<file path="src/rtl/wb_merge_buffer_if.sv">
// Shared types and the result/write-back bundle
// for the write-back merge buffer.
package wb_merge_pkg;
  localparam int XLEN = 32;
  localparam int TRANS_ID_BITS = 3;

  typedef struct packed {
    logic [XLEN-1:0] cause;
    logic [XLEN-1:0] tval;
    logic            valid;
  } exception_t;

  typedef struct packed {
    logic [TRANS_ID_BITS-1:0] trans_id;
    logic [XLEN-1:0]          result;
    exception_t               ex;
  } wb_entry_t;
endpackage

interface wb_merge_if
  import wb_merge_pkg::*;
#(
  parameter int NR_SRC = 4,
  parameter int NR_WB  = 2
) ();
  logic [NR_SRC-1:0]                    src_valid_i;
  logic [NR_SRC-1:0][TRANS_ID_BITS-1:0] src_trans_id_i;
  logic [NR_SRC-1:0][XLEN-1:0]          src_result_i;
  exception_t [NR_SRC-1:0]              src_ex_i;
  logic [NR_SRC-1:0]                    almost_full_o;
  logic [NR_WB-1:0]                     wb_valid_o;
  logic [NR_WB-1:0][TRANS_ID_BITS-1:0]  wb_trans_id_o;
  logic [NR_WB-1:0][XLEN-1:0]           wb_result_o;
  exception_t [NR_WB-1:0]               wb_ex_o;
  logic                                 overflow_o;

  modport slave (
    input  src_valid_i,
    input  src_trans_id_i,
    input  src_result_i,
    input  src_ex_i,
    output almost_full_o,
    output wb_valid_o,
    output wb_trans_id_o,
    output wb_result_o,
    output wb_ex_o,
    output overflow_o
  );

  modport master (
    output src_valid_i,
    output src_trans_id_i,
    output src_result_i,
    output src_ex_i,
    input  almost_full_o,
    input  wb_valid_o,
    input  wb_trans_id_o,
    input  wb_result_o,
    input  wb_ex_o,
    input  overflow_o
  );
endinterface

</file>
<file path="src/rtl/wb_merge_buffer.sv">
// Per-source result FIFOs retired over NR_WB
// scoreboard ports with round-robin arbitration.
module wb_merge_buffer
  import wb_merge_pkg::*;
#(
  parameter int NR_SRC   = 4,
  parameter int NR_WB    = 2,
  parameter int DEPTH    = 4,
  parameter int AF_LEVEL = 2
) (
  input  logic       clk_i,
  input  logic       clr_i,
  input  logic       flush_i,
  wb_merge_if.slave  bus
);
  localparam int PW = $clog2(DEPTH);
  localparam int CW = $clog2(DEPTH) + 1;
  localparam int RW = (NR_SRC > 1) ? $clog2(NR_SRC) : 1;

  wb_entry_t         mem_q [NR_SRC][DEPTH];
  logic [PW-1:0]     rd_ptr_q [NR_SRC];
  logic [PW-1:0]     wr_ptr_q [NR_SRC];
  logic [CW-1:0]     count_q [NR_SRC];
  logic [RW-1:0]     rr_q;
  logic [RW-1:0]     rr_d;
  logic              ovf_q;

  wb_entry_t         head [NR_SRC];
  wb_entry_t         in_e [NR_SRC];
  wb_entry_t         out_e [NR_WB];
  logic [NR_SRC-1:0] empty;
  logic [NR_SRC-1:0] full;
  logic [NR_SRC-1:0] pop;
  logic [NR_SRC-1:0] push;
  logic [NR_SRC-1:0] drop;
  logic [NR_SRC-1:0] af;
  logic [NR_WB-1:0]  gnt_vld;
  logic [RW-1:0]     gnt_src [NR_WB];

  logic [NR_WB-1:0][TRANS_ID_BITS-1:0] wb_id;
  logic [NR_WB-1:0][XLEN-1:0]          wb_res;
  exception_t [NR_WB-1:0]              wb_ex;

  always_comb begin
    for (int s = 0; s < NR_SRC; s++) begin
      empty[s] = (count_q[s] == '0);
      full[s]  = (count_q[s] == CW'(DEPTH));
      af[s]    = (count_q[s] >= CW'(AF_LEVEL));
      head[s]  = mem_q[s][rd_ptr_q[s]];
      in_e[s].trans_id = bus.src_trans_id_i[s];
      in_e[s].result   = bus.src_result_i[s];
      in_e[s].ex       = bus.src_ex_i[s];
    end
  end

  // Cyclic scan from rr_q; each source granted at most once.
  always_comb begin
    int n;
    int idx;
    n       = 0;
    idx     = 0;
    pop     = '0;
    gnt_vld = '0;
    rr_d    = rr_q;
    for (int p = 0; p < NR_WB; p++) begin
      gnt_src[p] = '0;
    end
    for (int k = 0; k < NR_SRC; k++) begin
      idx = int'(rr_q) + k;
      if (idx >= NR_SRC) idx = idx - NR_SRC;
      if (!flush_i && !empty[idx] && n < NR_WB) begin
        pop[idx]   = 1'b1;
        gnt_vld[n] = 1'b1;
        gnt_src[n] = RW'(idx);
        rr_d       = RW'((idx + 1) % NR_SRC);
        n          = n + 1;
      end
    end
  end

  // A full FIFO still accepts when it pops the same cycle.
  always_comb begin
    for (int s = 0; s < NR_SRC; s++) begin
      push[s] = bus.src_valid_i[s] && !flush_i &&
                (!full[s] || pop[s]);
      drop[s] = bus.src_valid_i[s] && !flush_i &&
                full[s] && !pop[s];
    end
  end

  always_comb begin
    for (int p = 0; p < NR_WB; p++) begin
      out_e[p]  = gnt_vld[p] ? head[gnt_src[p]] : '0;
      wb_id[p]  = out_e[p].trans_id;
      wb_res[p] = out_e[p].result;
      wb_ex[p]  = out_e[p].ex;
    end
  end

  assign bus.wb_valid_o    = gnt_vld;
  assign bus.wb_trans_id_o = wb_id;
  assign bus.wb_result_o   = wb_res;
  assign bus.wb_ex_o       = wb_ex;
  assign bus.almost_full_o = af;
  assign bus.overflow_o    = ovf_q;

  always_ff @(posedge clk_i) begin
    for (int s = 0; s < NR_SRC; s++) begin
      if (push[s]) mem_q[s][wr_ptr_q[s]] <= in_e[s];
    end
  end

  always_ff @(posedge clk_i) begin
    if (clr_i) begin
      for (int s = 0; s < NR_SRC; s++) begin
        rd_ptr_q[s] <= '0;
        wr_ptr_q[s] <= '0;
        count_q[s]  <= '0;
      end
      rr_q  <= '0;
      ovf_q <= 1'b0;
    end else if (flush_i) begin
      for (int s = 0; s < NR_SRC; s++) begin
        rd_ptr_q[s] <= '0;
        wr_ptr_q[s] <= '0;
        count_q[s]  <= '0;
      end
      rr_q <= '0;
    end else begin
      for (int s = 0; s < NR_SRC; s++) begin
        if (push[s]) wr_ptr_q[s] <= wr_ptr_q[s] + PW'(1);
        if (pop[s])  rd_ptr_q[s] <= rd_ptr_q[s] + PW'(1);
        count_q[s] <= count_q[s] + CW'(push[s])
                      - CW'(pop[s]);
      end
      rr_q <= rr_d;
      if (|drop) ovf_q <= 1'b1;
    end
  end
endmodule

</file>
<file path="src/flat_wrapper.sv">
// flat-port wrapper written by rule: the top's interface ports become plain ports
module wb_merge_buffer_flat import wb_merge_pkg::*;
#(
  parameter int NR_SRC   = 4,
  parameter int NR_WB    = 2,
  parameter int DEPTH    = 4,
  parameter int AF_LEVEL = 2
)
  (clk_i, clr_i, flush_i, bus_src_valid_i, bus_src_trans_id_i, bus_src_result_i, bus_src_ex_i, bus_almost_full_o, bus_wb_valid_o, bus_wb_trans_id_o, bus_wb_result_o, bus_wb_ex_o, bus_overflow_o);
  wb_merge_if #(.NR_SRC(NR_SRC), .NR_WB(NR_WB)) bus_i ();
  input  logic clk_i;
  input  logic clr_i;
  input  logic flush_i;
  input wire logic [$bits(bus_i.src_valid_i)-1:0] bus_src_valid_i;
  input wire logic [$bits(bus_i.src_trans_id_i)-1:0] bus_src_trans_id_i;
  input wire logic [$bits(bus_i.src_result_i)-1:0] bus_src_result_i;
  input wire logic [$bits(bus_i.src_ex_i)-1:0] bus_src_ex_i;
  output wire logic [$bits(bus_i.almost_full_o)-1:0] bus_almost_full_o;
  output wire logic [$bits(bus_i.wb_valid_o)-1:0] bus_wb_valid_o;
  output wire logic [$bits(bus_i.wb_trans_id_o)-1:0] bus_wb_trans_id_o;
  output wire logic [$bits(bus_i.wb_result_o)-1:0] bus_wb_result_o;
  output wire logic [$bits(bus_i.wb_ex_o)-1:0] bus_wb_ex_o;
  output wire logic [$bits(bus_i.overflow_o)-1:0] bus_overflow_o;
  assign bus_i.src_valid_i = bus_src_valid_i;
  assign bus_i.src_trans_id_i = bus_src_trans_id_i;
  assign bus_i.src_result_i = bus_src_result_i;
  assign bus_i.src_ex_i = bus_src_ex_i;
  assign bus_almost_full_o = bus_i.almost_full_o;
  assign bus_wb_valid_o = bus_i.wb_valid_o;
  assign bus_wb_trans_id_o = bus_i.wb_trans_id_o;
  assign bus_wb_result_o = bus_i.wb_result_o;
  assign bus_wb_ex_o = bus_i.wb_ex_o;
  assign bus_overflow_o = bus_i.overflow_o;
  wb_merge_buffer #(.NR_SRC(NR_SRC), .NR_WB(NR_WB), .DEPTH(DEPTH), .AF_LEVEL(AF_LEVEL)) u_core (.clk_i(clk_i), .clr_i(clr_i), .flush_i(flush_i), .bus(bus_i));
endmodule
</file>
<file path="config.mk">
export PLATFORM = sky130hd
export DESIGN_NAME = wb_merge_buffer_flat
export DESIGN_NICKNAME = d
export VERILOG_FILES = /design/src/rtl/wb_merge_buffer_if.sv /design/src/rtl/wb_merge_buffer.sv /design/src/flat_wrapper.sv
export SDC_FILE = /design/constraint.sdc
export NUM_CORES = 2
export LEC_CHECK = 0
export CORE_MARGIN = 5
export CORE_UTILIZATION = 40
export DETAILED_ROUTE_END_ITERATION = 6
export REMOVE_ABC_BUFFERS = 1
export SETUP_SLACK_MARGIN = 0.1
export SYNTH_ARGS = -nofsm -noshare
export SYNTH_HDL_FRONTEND = slang
export SYNTH_SLANG_ARGS = --single-unit
</file>
<file path="constraint.sdc">
create_clock -name clk_i -period 6.49 [get_ports clk_i]
set_input_delay 1.6225 -clock clk_i [delete_from_list [all_inputs] [get_ports clk_i]]
set_output_delay 1.6225 -clock clk_i [all_outputs]
set_load 0.02 [all_outputs]
</file>
==> metrics.md <==
| Metric | Value |
|---|---|
| Data arrival at the endpoint of the critical path | 4.69 ns |
| Final standard cell count with taps included and fillers excluded | 8140 |
| Pin count of the biggest net entering global routing | 105 |
| Number of warning messages in the yosys log | 0 |
| Layout cell share with drive strength beyond 1 | 22.7% |
| Via count of the first global-routing pass | 49300 |
| Worst voltage drop across the vdd grid | 0.000453 V |
| Cell total after placement | 7670 |
| Cells after synthesis | between 4000 and 5000 |
| I/O pin count | 614 |
| Mean cell area of the mapped netlist | between 15 and 20 um2 |
| Worst rel slew slack | 21.4% |
| Area enclosed by the die boundary | 0.195 mm2 |
| Violated checks | design-rule violations |
| Number of setup violations in the final report | 0 |
| CP max stage delay | roughly 0.54 ns |
| Clock insertion delay at the later pin of the skew report | roughly 0.83 ns |
| Proportion of synthesized chip area in sequential cells | 65.5% |
| Adder and majority gate portion of the synthesized area | less than 1% |
| Area contributors post-synth | edfxtp_1 (65%), mux4_2 (12%), mux2i_1 (2.7%), nand2_1 (2.6%), nand4_1 (2.5%) |
| Width of the die | 442 um |
| Worst path setup slack after routing | 0.179 ns |
| Most frequent cell on the critical path | buf_4 |
| Count of buffers inserted at the top-level ports | ~600 |
| Post-Place Setup Slack | -0.403 ns |
| Number of buffers created by CTS | about 180 |
| Initial antenna violation count | 115 |
| Starting density of the core | around two fifths |
| Distinct cell type count after synthesis | 67 |
| Worst setup path class | flop to output pin |
| Final hold slack | 0.574 ns |
| FF+latch area | 0.0489 mm2 |
| Net count, final | 5869 |
| Routability cong. | 0.863 |
| Area share of the largest cell type after synthesis | 65.2% |
| Post-synth top area cell | edfxtp_1 |
| Detailed Route WL | around 250 mm |
| Setup TNS | 0 ns |
| Critical path endpoint category | output pin |
| Count of antenna-violating nets left after detailed routing | 0 |
| Slowest-stage cell, CP | mux4_2 |
| Maximum fanout along the worst path | 34 |
| Count of endpoints failing hold in the final timing report | 0 |
| Clock slew at the register clock pins of the worst setup and hold paths | 0.06 ns |
| Share of cell area taken by muxes after synthesis | 15.0% |
| Wire length of the first global-routing pass | 358 mm |
| Clk sink count | 1631 |
| Critical path startpoint category | flop |
| Worst Reg2Reg Path Length in Cells | 14 |
| Worst hold path stage count | 2 |
| Worst setup slack for register-to-register paths | 1.88 ns |
| Synthesized flop and latch total | around 1600 |
| Max cap viols | 0 |
| Fraction of registers with async set/reset | 0% |
| Max Clock Skew | 0.0405 ns |
| Outcome | finished with violations |
| Final-report max-slew violation count | 0 |
| Site Rows | 158 |
| Length of the first detailed-routing pass in iterations | 7 |
| Detailed placer's ending HPWL | about 170 mm |
| Vertical extent of the die | 442 um |
| Power per cell area | approximately 500 mW/mm2 |
| Number of enable flip-flop cells after synthesis | 1621 |
| Area grow syn2layout | 24.3% |
| Total via count in the routed design | 50300 |
| Routed wirelength normalized by instance count | 31.0 um |
| Multi-input logic area | 0.0242 mm2 |
| Tmin final | 6.31 ns |
| Main combinational cell family by area after synthesis | multiplexers |
| Crit share post-route | 97.2% |
| Fillers | 15600 |
| Vias/cell | 6.18 |
| Final std cell area, no fill | 0.0928 mm2 |
| Most frequently used flop master after synthesis | edfxtp_1 |
| Parity-gate share of the synthesized area counting xor and xnor cells | less than 1% |
| Netlist area before placement | 0.0746 mm2 |
| Maximum clock frequency | 158 MHz |
| Clock tree from TritonCTS | done |
| Placeable core region | 0.185 mm2 |
| Worst Tran Pin Value | 1.18 ns |
| Simple-gate share of the synthesized area | 7.54% |
| Clock H-tree levels | 4 |
| Required time at the worst-slack endpoint | between 4 and 5 ns |
| Initial DRC Count | 6053 |
| Total global routing track utilization | 24.9% |
| Reported leakage power | 31.1 nW |
| Drt drc | 1 |
| Worst min-delay path class | flop to flop |
| Dpl cell area | 0.0863 mm2 |
| Cell at the root of the clock tree | clkbuf_16 |
| RSZ-0062 raised after global routing | yes |
| Maximum clock insertion buffer count | 3 |
| Series of cell instances along the critical path | buf_4 -> or3_1 -> mux4_2 -> buf_4 -> o311ai_2 -> buf_4 -> a211oi_4 -> buf_4 -> buf_12 -> buf_12 -> a221o_1 -> o211a_1 -> clkdlybuf4s15_1 |
| Congestion Overflow GR | 0 |
| Complex-gate fraction of the synthesized area | 8.38% |
[stage by stage]
step           utilization (%)  power [W]
5_1_grt                   50.0     0.0480
6_report                  50.0     0.0462
4_1_cts                   49.7     0.0460
3_3_place_gp              46.5     0.0364
2_1_floorplan                -     0.0259
3_5_place_dp              46.5     0.0366
[path summary, 6_finish.rpt]
kind                              start                     to
setup / recovery   u_core.count_q[0][0]        bus_wb_ex_o[80]
hold / removal    u_core.wr_ptr_q[2][1]  u_core.wr_ptr_q[2][1]
setup reg to reg   u_core.count_q[3][0]   u_core.mem_q[0][315]
hold reg to reg   u_core.wr_ptr_q[2][1]  u_core.wr_ptr_q[2][1]
[cells by family (layout without fill, tap and decap cells)]
kind of cell / count (synthesis) / count (layout)
adder cells (fa/ha/maj): 40 / 40
AO/OA/AOI/OAI: 708 / 708
XOR/XNOR: 12 / 12
AND/OR/NAND/NOR: 1163 / 1163
buffers and inverters: 483 / 1393
other: 1 / 104
multiplexers: 609 / 609
flip-flops: 1631 / 1631
[layer usage]
layer  track usage, %  part of all wire [%]
met5                0                 0.051
met1             32.4                    39
met2             40.0                    49
met4             13.3                   4.7
met3             4.57                   7.1
[layout by cell type, fill, tap and decap left out, types with 10 or more instances in the layout]
cell | synthesis | routed
edfxtp_1 | 1621 | 1621
nand2_1 | 508 | 506
clkdlybuf4s50_1 | 0 | 412
mux4_2 | 407 | 407
nand4_1 | 301 | 301
buf_4 | 13 | 291
nand3_1 | 257 | 255
o211ai_1 | 201 | 201
clkbuf_16 | 0 | 180
mux2i_1 | 202 | 179
o2111a_1 | 150 | 150
buf_12 | 0 | 118
o211a_1 | 100 | 100
diode_2 | 0 | 95
o22ai_1 | 101 | 91
dlygate4sd2_1 | 0 | 65
a221o_1 | 53 | 53
o2111ai_1 | 50 | 50
inv_1 | 43 | 41
buf_2 | 31 | 40
clkbuf_1 | 344 | 39
clkdlybuf4s15_1 | 0 | 36
ha_1 | 36 | 33
clkinv_1 | 0 | 29
clkinv_2 | 0 | 25
nor2_1 | 26 | 24
clkbuf_2 | 0 | 24
clkdlybuf4s15_2 | 0 | 23
mux2i_2 | 0 | 19
and2_4 | 0 | 16
bufinv_16 | 0 | 14
clkinvlp_4 | 0 | 13
nor3_1 | 18 | 12
buf_6 | 21 | 12
xnor2_1 | 10 | 10
o22ai_2 | 0 | 10
[area by class of cell]
class	instances	share of cell area, %
flip-flops and latches	1631	52.7
multi-input cells	2541	26.0
repair buffers	1029	11.3
clock buffers	215	4.91
well taps	2480	3.35
clock inverters	105	1.19
diodes	95	0.256
inverters	43	0.202
repair inverters	1	0.0121
[Yosys cell counts (53+ instances only)]
| master | instances |
|---|---|
| a221o_1 | 53 |
| clkbuf_1 | 344 |
| edfxtp_1 | 1621 |
| mux2i_1 | 202 |
| mux4_2 | 407 |
| nand2_1 | 508 |
| nand3_1 | 257 |
| nand4_1 | 301 |
| o2111a_1 | 150 |
| o211a_1 | 100 |
| o211ai_1 | 201 |
| o22ai_1 | 101 |
[state kept, by name, indices dropped and copies added, names as in the netlist]
signal	count
u_core.wr_ptr_q	8
u_core.bus.overflow_o	1
u_core.rr_q	2
u_core.rd_ptr_q	8
u_core.count_q	12
u_core.mem_q	1600
[where the power goes]
part / switching [W] / leakage (nW) / total (W) / internal, W
Clock: 0.00426 / 2.72 / 0.00986 / 0.00560
Sequential: 0.000170 / 14.8 / 0.0122 / 0.0120
Combinational: 0.0145 / 13.5 / 0.0242 / 0.00971
[what timing repair did]
item	CTS	global route
gates resized for setup	415	108
buffers inserted	27	22
pin swaps	7	4
cloned	0	6
hold buffers	0	0
setup endpoints to repair	200	179
hold endpoints to repair	0	0
[worst max-delay path, delay by kind of cell, from the launching register on]
kind | cells | cell delay, ns
muxes | 1 | 0.54
AOI/OAI and AO/OA | 4 | 0.97
and+or+nand+nor | 1 | 0.39
buffers and inverters | 7 | 1.39
DFF | 1 | 0.48
Power figures use the tool's default switching activity.
